File: config.mk
export PLATFORM = sky130hd
export DESIGN_NAME = load_store_unit
export DESIGN_NICKNAME = d
export VERILOG_FILES = /design/src/rtl/lsu_pkg.sv /design/src/rtl/lsu_align.sv /design/src/rtl/load_store_unit.sv
export SDC_FILE = /design/constraint.sdc
export NUM_CORES = 1
export LEC_CHECK = 0
export ABC_AREA = 1
export CORE_ASPECT_RATIO = 1.25
export CORE_MARGIN = 5
export CORE_UTILIZATION = 50
export CTS_CLUSTER_SIZE = 25
export DETAILED_ROUTE_END_ITERATION = 12
export GPL_TIMING_DRIVEN = 0
export PLACE_DENSITY = 0.88
export SLEW_MARGIN = 20
export SYNTH_ARGS = -nofsm -noshare
export SYNTH_HDL_FRONTEND = slang
export SYNTH_SLANG_ARGS = --single-unit
File: constraint.sdc
create_clock -name clk -period 3.4 [get_ports clk]
set_input_delay 0.51 -clock clk [delete_from_list [all_inputs] [get_ports clk]]
set_output_delay 0.51 -clock clk [all_outputs]
set_load 0.01 [all_outputs]
File: src/rtl/lsu_pkg.sv
// Shared types and helpers for the load/store unit: access sizes, FSM states,
// and the byte count of an access.
package lsu_pkg;

  localparam int BYTE_SIZE = 8;

  typedef enum logic [1:0] {
    SZ_BYTE = 2'b00,
    SZ_HALF = 2'b01,
    SZ_WORD = 2'b10
  } size_e;

  typedef enum logic [2:0] {
    IDLE,
    LOAD,
    RMW_RD,
    WRITE,
    RESP
  } lsu_state_e;

  // Size code 2'b11 is illegal and is rejected separately; it maps to 4 here.
  function automatic logic [2:0] size_nbytes(logic [1:0] size);
    case (size)
      2'b00:   return 3'd1;
      2'b01:   return 3'd2;
      default: return 3'd4;
    endcase
  endfunction

endpackage

File: src/rtl/lsu_align.sv
// Combinational data alignment: sign/zero extension of loaded data and
// merging of sub-word store data into the old memory word.
module lsu_align
  import lsu_pkg::*;
(
  input  size_e       i_size,
  input  logic        i_unsigned,
  input  logic [31:0] i_raw,
  input  logic [31:0] i_wdata,
  output logic [31:0] o_rdata,
  output logic [31:0] o_merged
);

  localparam int HALF = 2 * BYTE_SIZE;

  logic w_sext;
  assign w_sext = !i_unsigned;

  always_comb begin
    o_rdata  = i_raw;
    o_merged = i_wdata;
    case (i_size)
      SZ_BYTE: begin
        o_rdata  = {{(32-BYTE_SIZE){w_sext & i_raw[BYTE_SIZE-1]}}, i_raw[BYTE_SIZE-1:0]};
        o_merged = {i_raw[31:BYTE_SIZE], i_wdata[BYTE_SIZE-1:0]};
      end
      SZ_HALF: begin
        o_rdata  = {{(32-HALF){w_sext & i_raw[HALF-1]}}, i_raw[HALF-1:0]};
        o_merged = {i_raw[31:HALF], i_wdata[HALF-1:0]};
      end
      default: ;
    endcase
  end

endmodule

File: src/rtl/load_store_unit.sv
// Single-outstanding load/store initiator for the byte-addressable memory:
// range checks at accept, read-modify-write for sub-word stores, one-cycle response.
module load_store_unit
  import lsu_pkg::*;
#(
  parameter int unsigned       AWIDTH    = 32,
  parameter int unsigned       DWIDTH    = 32,
  parameter logic [AWIDTH-1:0] BASE_ADDR = 32'h0100_0000,
  parameter int unsigned       MEM_DEPTH = 1048576
) (
  input  logic              clk,
  input  logic              rst,
  input  logic              req_valid_i,
  output logic              req_ready_o,
  input  logic              req_we_i,
  input  logic [1:0]        req_size_i,
  input  logic              req_unsigned_i,
  input  logic [AWIDTH-1:0] req_addr_i,
  input  logic [DWIDTH-1:0] req_wdata_i,
  output logic              rsp_valid_o,
  output logic [DWIDTH-1:0] rsp_rdata_o,
  output logic              rsp_err_o,
  output logic [AWIDTH-1:0] mem_addr_o,
  output logic [DWIDTH-1:0] mem_wdata_o,
  output logic              mem_read_en_o,
  output logic              mem_write_en_o,
  input  logic [DWIDTH-1:0] mem_rdata_i
);

  localparam logic [AWIDTH:0]   LP_DEPTH     = {1'b0, AWIDTH'(MEM_DEPTH)};
  localparam logic [AWIDTH-1:0] LP_STORE_MAX = AWIDTH'(MEM_DEPTH - 4);

  lsu_state_e        r_state;
  logic [AWIDTH-1:0] r_addr;
  size_e             r_size;
  logic              r_unsigned;
  logic [DWIDTH-1:0] r_wdata;
  logic [DWIDTH-1:0] r_rdata;
  logic              r_err;

  logic [AWIDTH-1:0] w_off;
  logic [AWIDTH:0]   w_end;
  logic              w_err;
  logic              w_rd;
  logic              w_wr;
  logic              w_rsp;
  logic [DWIDTH-1:0] w_load_data;
  logic [DWIDTH-1:0] w_merged;

  // Offset wraps modulo 2^AWIDTH, so addresses below the base look huge and fail.
  assign w_off = req_addr_i - BASE_ADDR;
  assign w_end = {1'b0, w_off} + {{(AWIDTH-2){1'b0}}, size_nbytes(req_size_i)};
  assign w_err = (req_size_i == 2'b11) ||
                 (req_we_i ? (w_off > LP_STORE_MAX) : (w_end > LP_DEPTH));

  lsu_align u_align (
    .i_size     (r_size),
    .i_unsigned (r_unsigned),
    .i_raw      (mem_rdata_i),
    .i_wdata    (r_wdata),
    .o_rdata    (w_load_data),
    .o_merged   (w_merged)
  );

  always_ff @(posedge clk) begin
    if (rst) begin
      r_state    <= IDLE;
      r_addr     <= '0;
      r_size     <= SZ_WORD;
      r_unsigned <= 1'b0;
      r_wdata    <= '0;
      r_rdata    <= '0;
      r_err      <= 1'b0;
    end else begin
      case (r_state)
        IDLE: begin
          if (req_valid_i) begin
            r_addr     <= req_addr_i;
            r_size     <= (req_size_i == 2'b11) ? SZ_WORD : size_e'(req_size_i);
            r_unsigned <= req_unsigned_i;
            r_wdata    <= req_wdata_i;
            r_rdata    <= '0;
            r_err      <= w_err;
            if (w_err)                     r_state <= RESP;
            else if (!req_we_i)            r_state <= LOAD;
            else if (req_size_i == SZ_WORD) r_state <= WRITE;
            else                           r_state <= RMW_RD;
          end
        end
        LOAD: begin
          r_rdata <= w_load_data;
          r_state <= RESP;
        end
        RMW_RD: begin
          // The merged word replaces the store data so WRITE drives one register.
          r_wdata <= w_merged;
          r_state <= WRITE;
        end
        WRITE:   r_state <= RESP;
        RESP:    r_state <= IDLE;
        default: r_state <= IDLE;
      endcase
    end
  end

  // Every output is gated by rst so an in-flight write can never reach memory.
  assign w_rd  = ((r_state == LOAD) || (r_state == RMW_RD)) && !rst;
  assign w_wr  = (r_state == WRITE) && !rst;
  assign w_rsp = (r_state == RESP) && !rst;

  assign req_ready_o    = (r_state == IDLE) && !rst;
  assign rsp_valid_o    = w_rsp;
  assign rsp_err_o      = w_rsp && r_err;
  assign rsp_rdata_o    = w_rsp ? r_rdata : '0;
  assign mem_read_en_o  = w_rd;
  assign mem_write_en_o = w_wr;
  assign mem_addr_o     = (w_rd || w_wr) ? r_addr : '0;
  assign mem_wdata_o    = w_wr ? r_wdata : '0;

endmodule

==> After elaboration in Yosys (flattened, before gate mapping) <==
Index checks and enable logic that the tools add are counted.
{ "word_totals": {"reg_bits": 103, "input_bits": 103, "out_inout_bits": 101, "word_cells": 66} }
{ "classes": {"add_sub_neg": 2, "order_cmp": 2, "eq_ne": 12, "muxes": 17, "bitwise_logic": 3, "n_reduce_logical": 21} }
{ "op_table": {"columns": ["cell", "n"], "rows": [
  ["case mux 32 bit (2 select lines)", 4],
  ["2-to-1 mux 32 bit", 5],
  ["adder 32 x 3 -> 33 bit", 1],
  ["greater-than comparator 33 x 21 -> 1 bit, second input constant", 1],
  ["greater-than comparator 32 x 20 -> 1 bit, second input constant", 1],
  ["subtractor 32 x 25 -> 32 bit, second input constant", 1],
  ["case mux 3 bit (3 select lines)", 1],
  ["== test 3 x 2 -> 1 bit, second input constant", 2],
  ["2-to-1 mux 3 bit", 2],
  ["case mux 3 bit (2 select lines)", 1],
  ["AND reduction 3 bit", 2],
  ["logical AND 1 bit", 5],
  ["== test 2 x 1 -> 1 bit, second input constant", 2],
  ["== test 2 bit, second input constant", 2],
  ["zero test 2 bit", 2],
  ["2-to-1 mux 2 bit", 2],
  ["inequality test 2 bit, second input constant", 2],
  ["AND reduction 2 bit", 2],
  ["AND reduction 4 bit", 1],
  ["nonzero test 2 bit", 2],
  ["== test 3 x 1 -> 1 bit, second input constant", 1],
  ["== test 3 bit, second input constant", 1],
  ["zero test 3 bit", 1],
  ["logical OR 1 bit", 3],
  ["7 further kinds", 10]
]} }

==> Depth between registers and ports, before layout <==
{ "logic_depth": {"ltp_word": 9, "mapped_depth": 20, "depth_no_buf": 20} }

==> Modules after synthesis <==
From an unflattened synthesis, not the netlist that was laid out.
{ "unflattened": {"hier_cells": 1175, "area_unflattened_um2": 6890.4} }
{ "by_module_without_submodules": {"columns": ["module", "n_inst", "cells_each", "area_per_inst_um2"], "rows": [
  ["load_store_unit", 1, 1019, 6117.1],
  ["lsu_align", 1, 156, 773.2]
]} }

==> Least setup slack after synthesis <==
No wires, ideal clock.
{ "synth_path": {"path_type": "input to register", "startpoint": "in req_size_i[0]", "endpoint": "reg r_state[0]", "setup_time_ns": 0.066, "arrival_ns": 2.262, "slack_ns": 1.072, "cell_stages": 20, "cell_sequence": "nor2_1 ha_1 fa_1 nand3_2 nand2_2 nand2_4 nor2_4 nand2_1 nand2_1 nand2_1 inv_2 nor2_1 nand2_1 nor2_1 nand2_1 nand2_1 nand2_2 nand2_2 nand2_2 a21oi_2"} }
{ "synth_via": {"elab_chain_cells": 9, "elab_cells_between_ends": 14, "cone_classes": "add/sub (1); order compare (1); eq/ne (3); mux (7); reduce/logical (2)"} }
{ "synth_rtl": {"columns": ["item", "line_no", "source"], "rows": [
  ["start: declaration", "load_store_unit.sv:16", "input logic [1:0] req_size_i,"],
  ["== test 2 x 1 -> 1 bit or zero test 2 bit (tied branches)", "lsu_pkg.sv:23", "case (size)"],
  ["case mux 3 bit (2 select lines)", "lsu_pkg.sv:23", null],
  ["adder 32 x 3 -> 33 bit", "load_store_unit.sv:52", "assign w_end = {1'b0, w_off} + {{(AWIDTH-2){1'b0}}, size_nbytes(req_size_i)};"],
  ["greater-than comparator 33 x 21 -> 1 bit", "load_store_unit.sv:54", "(req_we_i ? (w_off > LP_STORE_MAX) : (w_end > LP_DEPTH));"],
  ["2-to-1 mux 1 bit", "load_store_unit.sv:54", null],
  ["logical OR 1 bit", "load_store_unit.sv:53", "assign w_err = (req_size_i == 2'b11) ||"],
  ["2-to-1 mux 3 bit *", "load_store_unit.sv:84", "if (w_err) r_state <= RESP;"],
  ["2-to-1 mux 3 bit *", "load_store_unit.sv:77", "if (req_valid_i) begin"],
  ["case mux 3 bit (3 select lines) *", "load_store_unit.sv:75", "case (r_state)"],
  ["end signal: assignment", "load_store_unit.sv:84", null],
  ["end signal: assignment", "load_store_unit.sv:85", "else if (!req_we_i) r_state <= LOAD;"],
  ["end signal: assignment", "load_store_unit.sv:86", "else if (req_size_i == SZ_WORD) r_state <= WRITE;"],
  ["end: declaration", "load_store_unit.sv:33", "lsu_state_e r_state;"]
]} }
Every way passes the cells marked *; elsewhere a longest branch is shown, timed or not. The select of a mux whose other input is x is not followed.
A chain may end at the register's enable or synchronous reset.

==> Worst setup path in the final report <==
{ "layout_path": {"startpoint": "reg r_state[1]", "endpoint": "out mem_addr_o[22]"} }
{ "layout_via": {"elab_chain_cells": 5, "elab_cells_between_ends": 8, "cone_classes": "eq/ne (3); mux (1); reduce/logical (4)"} }
{ "layout_rtl": {"columns": ["item", "line_no", "source"], "rows": [
  ["start signal: assignment", "load_store_unit.sv:67", "r_state <= IDLE;"],
  ["start signal: assignment", "load_store_unit.sv:84", null],
  ["start signal: assignment", "load_store_unit.sv:85", null],
  ["== test 3 x 1 -> 1 bit or == test 3 x 2 -> 1 bit (tied branches)", "load_store_unit.sv:107", "assign w_rd = ((r_state == LOAD) || (r_state == RMW_RD)) && !rst;"],
  ["logical OR 1 bit", "load_store_unit.sv:107", null],
  ["logical AND 1 bit", "load_store_unit.sv:107", null],
  ["logical OR 1 bit *", "load_store_unit.sv:117", "assign mem_addr_o = (w_rd || w_wr) ? r_addr : '0;"],
  ["2-to-1 mux 32 bit *", "load_store_unit.sv:117", null],
  ["end: declaration", "load_store_unit.sv:23", "output logic [AWIDTH-1:0] mem_addr_o,"]
]} }
Every way passes the cells marked *; elsewhere a longest branch is shown, timed or not.

==> results.toml <==
[grt]
gr-usage-all-layers_pct = 29.01
grt_overflow = 0
use_met2_pct = 50.72
grt_pass1_vias = 6981
grt.busiest_layer = "met2"
use_met1_pct = 33.89
grt_use_met3_pct = 4.141
antenna_found_initial = 0
grt_pass1_wl_mm = 33.81
grt_max_degree = 19

[drt]
routedWlPerCell_um = 15.38
avgViaCountPerCell = 5.141
routed_wl_mm = 21.64
drt-initial-drc-count = 526
ant_nets = 0
drtPass1Iterations = 6
drc_errors = 0
vias = 7234

[timing]
min_period_ns = 3.294
setup_violations = 0
hold_viol = 0
max_freq_mhz = 303.5
worst_slew_pin_slew_ns = 0.6082
finalSetupTns_ns = 0
drv_slew = 0
period_share_pct = 96.89
slew_headroom_pct = 59.31
rsz0062_at_grt = "no"
fin_skew_ns = 0.009367

[worst_setup_path]
worstPathCellList = "inv_2 -> nor2_4 -> inv_2 -> a21oi_1 -> nor2_1 -> clkbuf_2 -> nor2_1 -> clkdlybuf4s50_1"
cp_num_buf_inv = 4
crit_required_ns = 2.89
criticalPathCategory = "reg2out"
critPathMaxFanout = 10
worst_r2r_path_depth = 9
worstPathArrival_ns = 2.78
cpLargestDelayFamily = "buffers and inverters"
worst_path_largest_cell_delay_ns = 0.57
cp.depth = 8
cp-start-kind = "register"
cp_slowest_cell = "clkdlybuf4s50_1"
end_kind = "output pin"

[clocking]
h-tree-depth = 3
cts-root-buf = "clkbuf_16"
clk_latency_ns = 0.35
clock_path_buffers = 2
cts.clk_slew.worst_paths_ns = 0.08
cts_tree = "yes"
cts_sinks = 103
cts_inserted_buffers = 9
postCtsSetupRepairBufs = 0

[synth]
ys_warn_count = 0
syn_avg_cell_area_sq_um = 6.006
syn_inst = 1025
yosysSeqAreaShare_pct = 33.50
ys_ff_latch = 103
syn_nets = 1135
synth.distinct_cells = 28
syn-cell-area_sq_um = 6156

[power]
pwr-share-comb_pct = 21.5
p_clk_share_pct = 34.8
swShare_pct = 30.58
irDropWorstVdd_mv = 0.2867
power_density_nw_per_um2 = 357.0
intPower_mw = 2.159
switching_power_mw = 0.9509
leakage_nw = 3.448
pwr-share-seq_pct = 43.7

[finish]
fin_nets = 1348
diodes = 0
most-common-layout-cells = "245 x nand2_1, 202 x clkdlybuf4s50_1, 163 x nor2_1"
finalNonFillerCells = 1407
layout_commonest_cell = "nand2_1"
drive_above_1_share_pct = 4.907
n_fill_cell = 1066
area_growth_pct = 41.48

[die]
die_y_um = 134.1
core_sq_um = 12110
std_cell_rows = 45
start_util_pct = 50.85
ios = 204
die-area_sq_um = 14640
die_w_um = 109.2

[min_path]
hold_class = "reg2reg"
holdPathStages = 2

[placement]
dp_cells = 1391
dpl.hpwl_mm = 17.17
numPortBuffers = 202
gp_congestion = 0.9188

[run]
maxCapViolations = 0

[outcome]
outcome = "complete, no violations"
==> through the flow <==
stage	area (sq um)	setup slack (ns)	hold WS [ns]	total power, mW	utilization, %
floorplan	6156	1.072	0.4300	1.746	-
global placement	8383	0.07772	0.4409	2.028	69.25
detailed placement	8383	0.1177	0.4446	2.041	69.25
CTS	8698	0.1009	0.4562	3.116	71.86
global route	8710	0.007262	0.4762	3.253	71.95
finish	8710	0.1056	0.4548	3.110	71.95
==> state kept, by name (all words and copies together) (netlist names) <==
register    cells
r_err           1
r_unsigned      1
r_size          2
r_rdata        32
r_state         3
r_wdata        32
r_addr         32
==> cell type report <==
| class | count | area, sq um | area share, % |
|---|---|---|---|
| Sequential cell | 103 | 2062 | 23.67 |
| Multi-Input combinational cell | 717 | 3338 | 38.33 |
| Tap cell | 164 | 205.2 | 2.356 |
| Clock buffer | 10 | 229.0 | 2.629 |
| Buffer | 44 | 171.4 | 1.968 |
| Clock inverter | 6 | 77.57 | 0.8907 |
| Inverter | 161 | 604.3 | 6.939 |
| Timing Repair Buffer | 202 | 2022 | 23.22 |
==> Yosys cell counts, drive strengths merged <==
cell	instances	area [sq um]
nand3	46	240.2
nand4	10	62.56
a31oi	25	156.4
nand2	254	990.9
nor3	3	20.02
dfxtp	103	2062
o21ai	97	485.5
xor2	2	17.52
nand3b	7	52.55
clkbuf	40	150.1
buf	4	18.76
xnor2	1	8.760
o211ai	1	7.510
inv	161	604.3
fa	1	20.02
ha	6	75.07
a21oi	81	409.1
nor2	183	774.5
==> worst register-to-register path, delay by kind of cell, from the launching register on <==
family / cells / cell delay (ns)
AO/OA/AOI/OAI: 2 / 0.37
buffers and inverters: 4 / 0.75
flip-flops: 1 / 0.31
AND/OR/NAND/NOR: 3 / 0.56
==> path summary, 6_finish.rpt <==
check,slack [ns],start,endpoint
min reg2reg,0.45,r_wdata[0],r_wdata[0]
max,0.11,r_state[1],mem_addr_o[22]
max reg2reg,1.28,r_state[0],r_wdata[22]
min,0.45,r_wdata[0],r_wdata[0]
==> per-layer routing <==
layer | part of all wire (%) | wire [um] | up-vias
met5 | 0 | 0 | -
met4 | 4.6 | 1000 | 0
met3 | 8.2 | 1783 | 63
met2 | 49 | 10610 | 311
met1 | 38 | 8246 | 3223
li1 | - | - | 3637
==> power by group through the flow <==
stage	Sequential, mW	Clock (mW)	Combinational [mW]
finish	1.36	1.08	0.669
global route	1.37	1.14	0.747
CTS	1.36	1.10	0.663
detailed placement	1.39	0	0.656
global placement	1.38	0	0.647
floorplan	1.37	0	0.376
==> logic make-up (layout without fill, tap and decap cells) <==
| group | count (synthesis) | in the layout | synth area share, % |
|---|---|---|---|
| AOI/OAI and AO/OA | 204 | 204 | 17.20 |
| and+or+nand+nor | 503 | 503 | 34.78 |
| DFF | 103 | 103 | 33.50 |
| xor gates and xnor gates | 3 | 3 | 0.4269 |
| adders and majority gates | 7 | 7 | 1.545 |
| buffers and inverters | 205 | 423 | 12.56 |
==> repair_timing <==
action | in CTS | in global routing
hold buffers | 0 | 0
gates cloned | 0 | 0
setup endpoints to repair | 30 | 43
resized for setup | 3 | 4
Power figures use the tool's default switching activity.
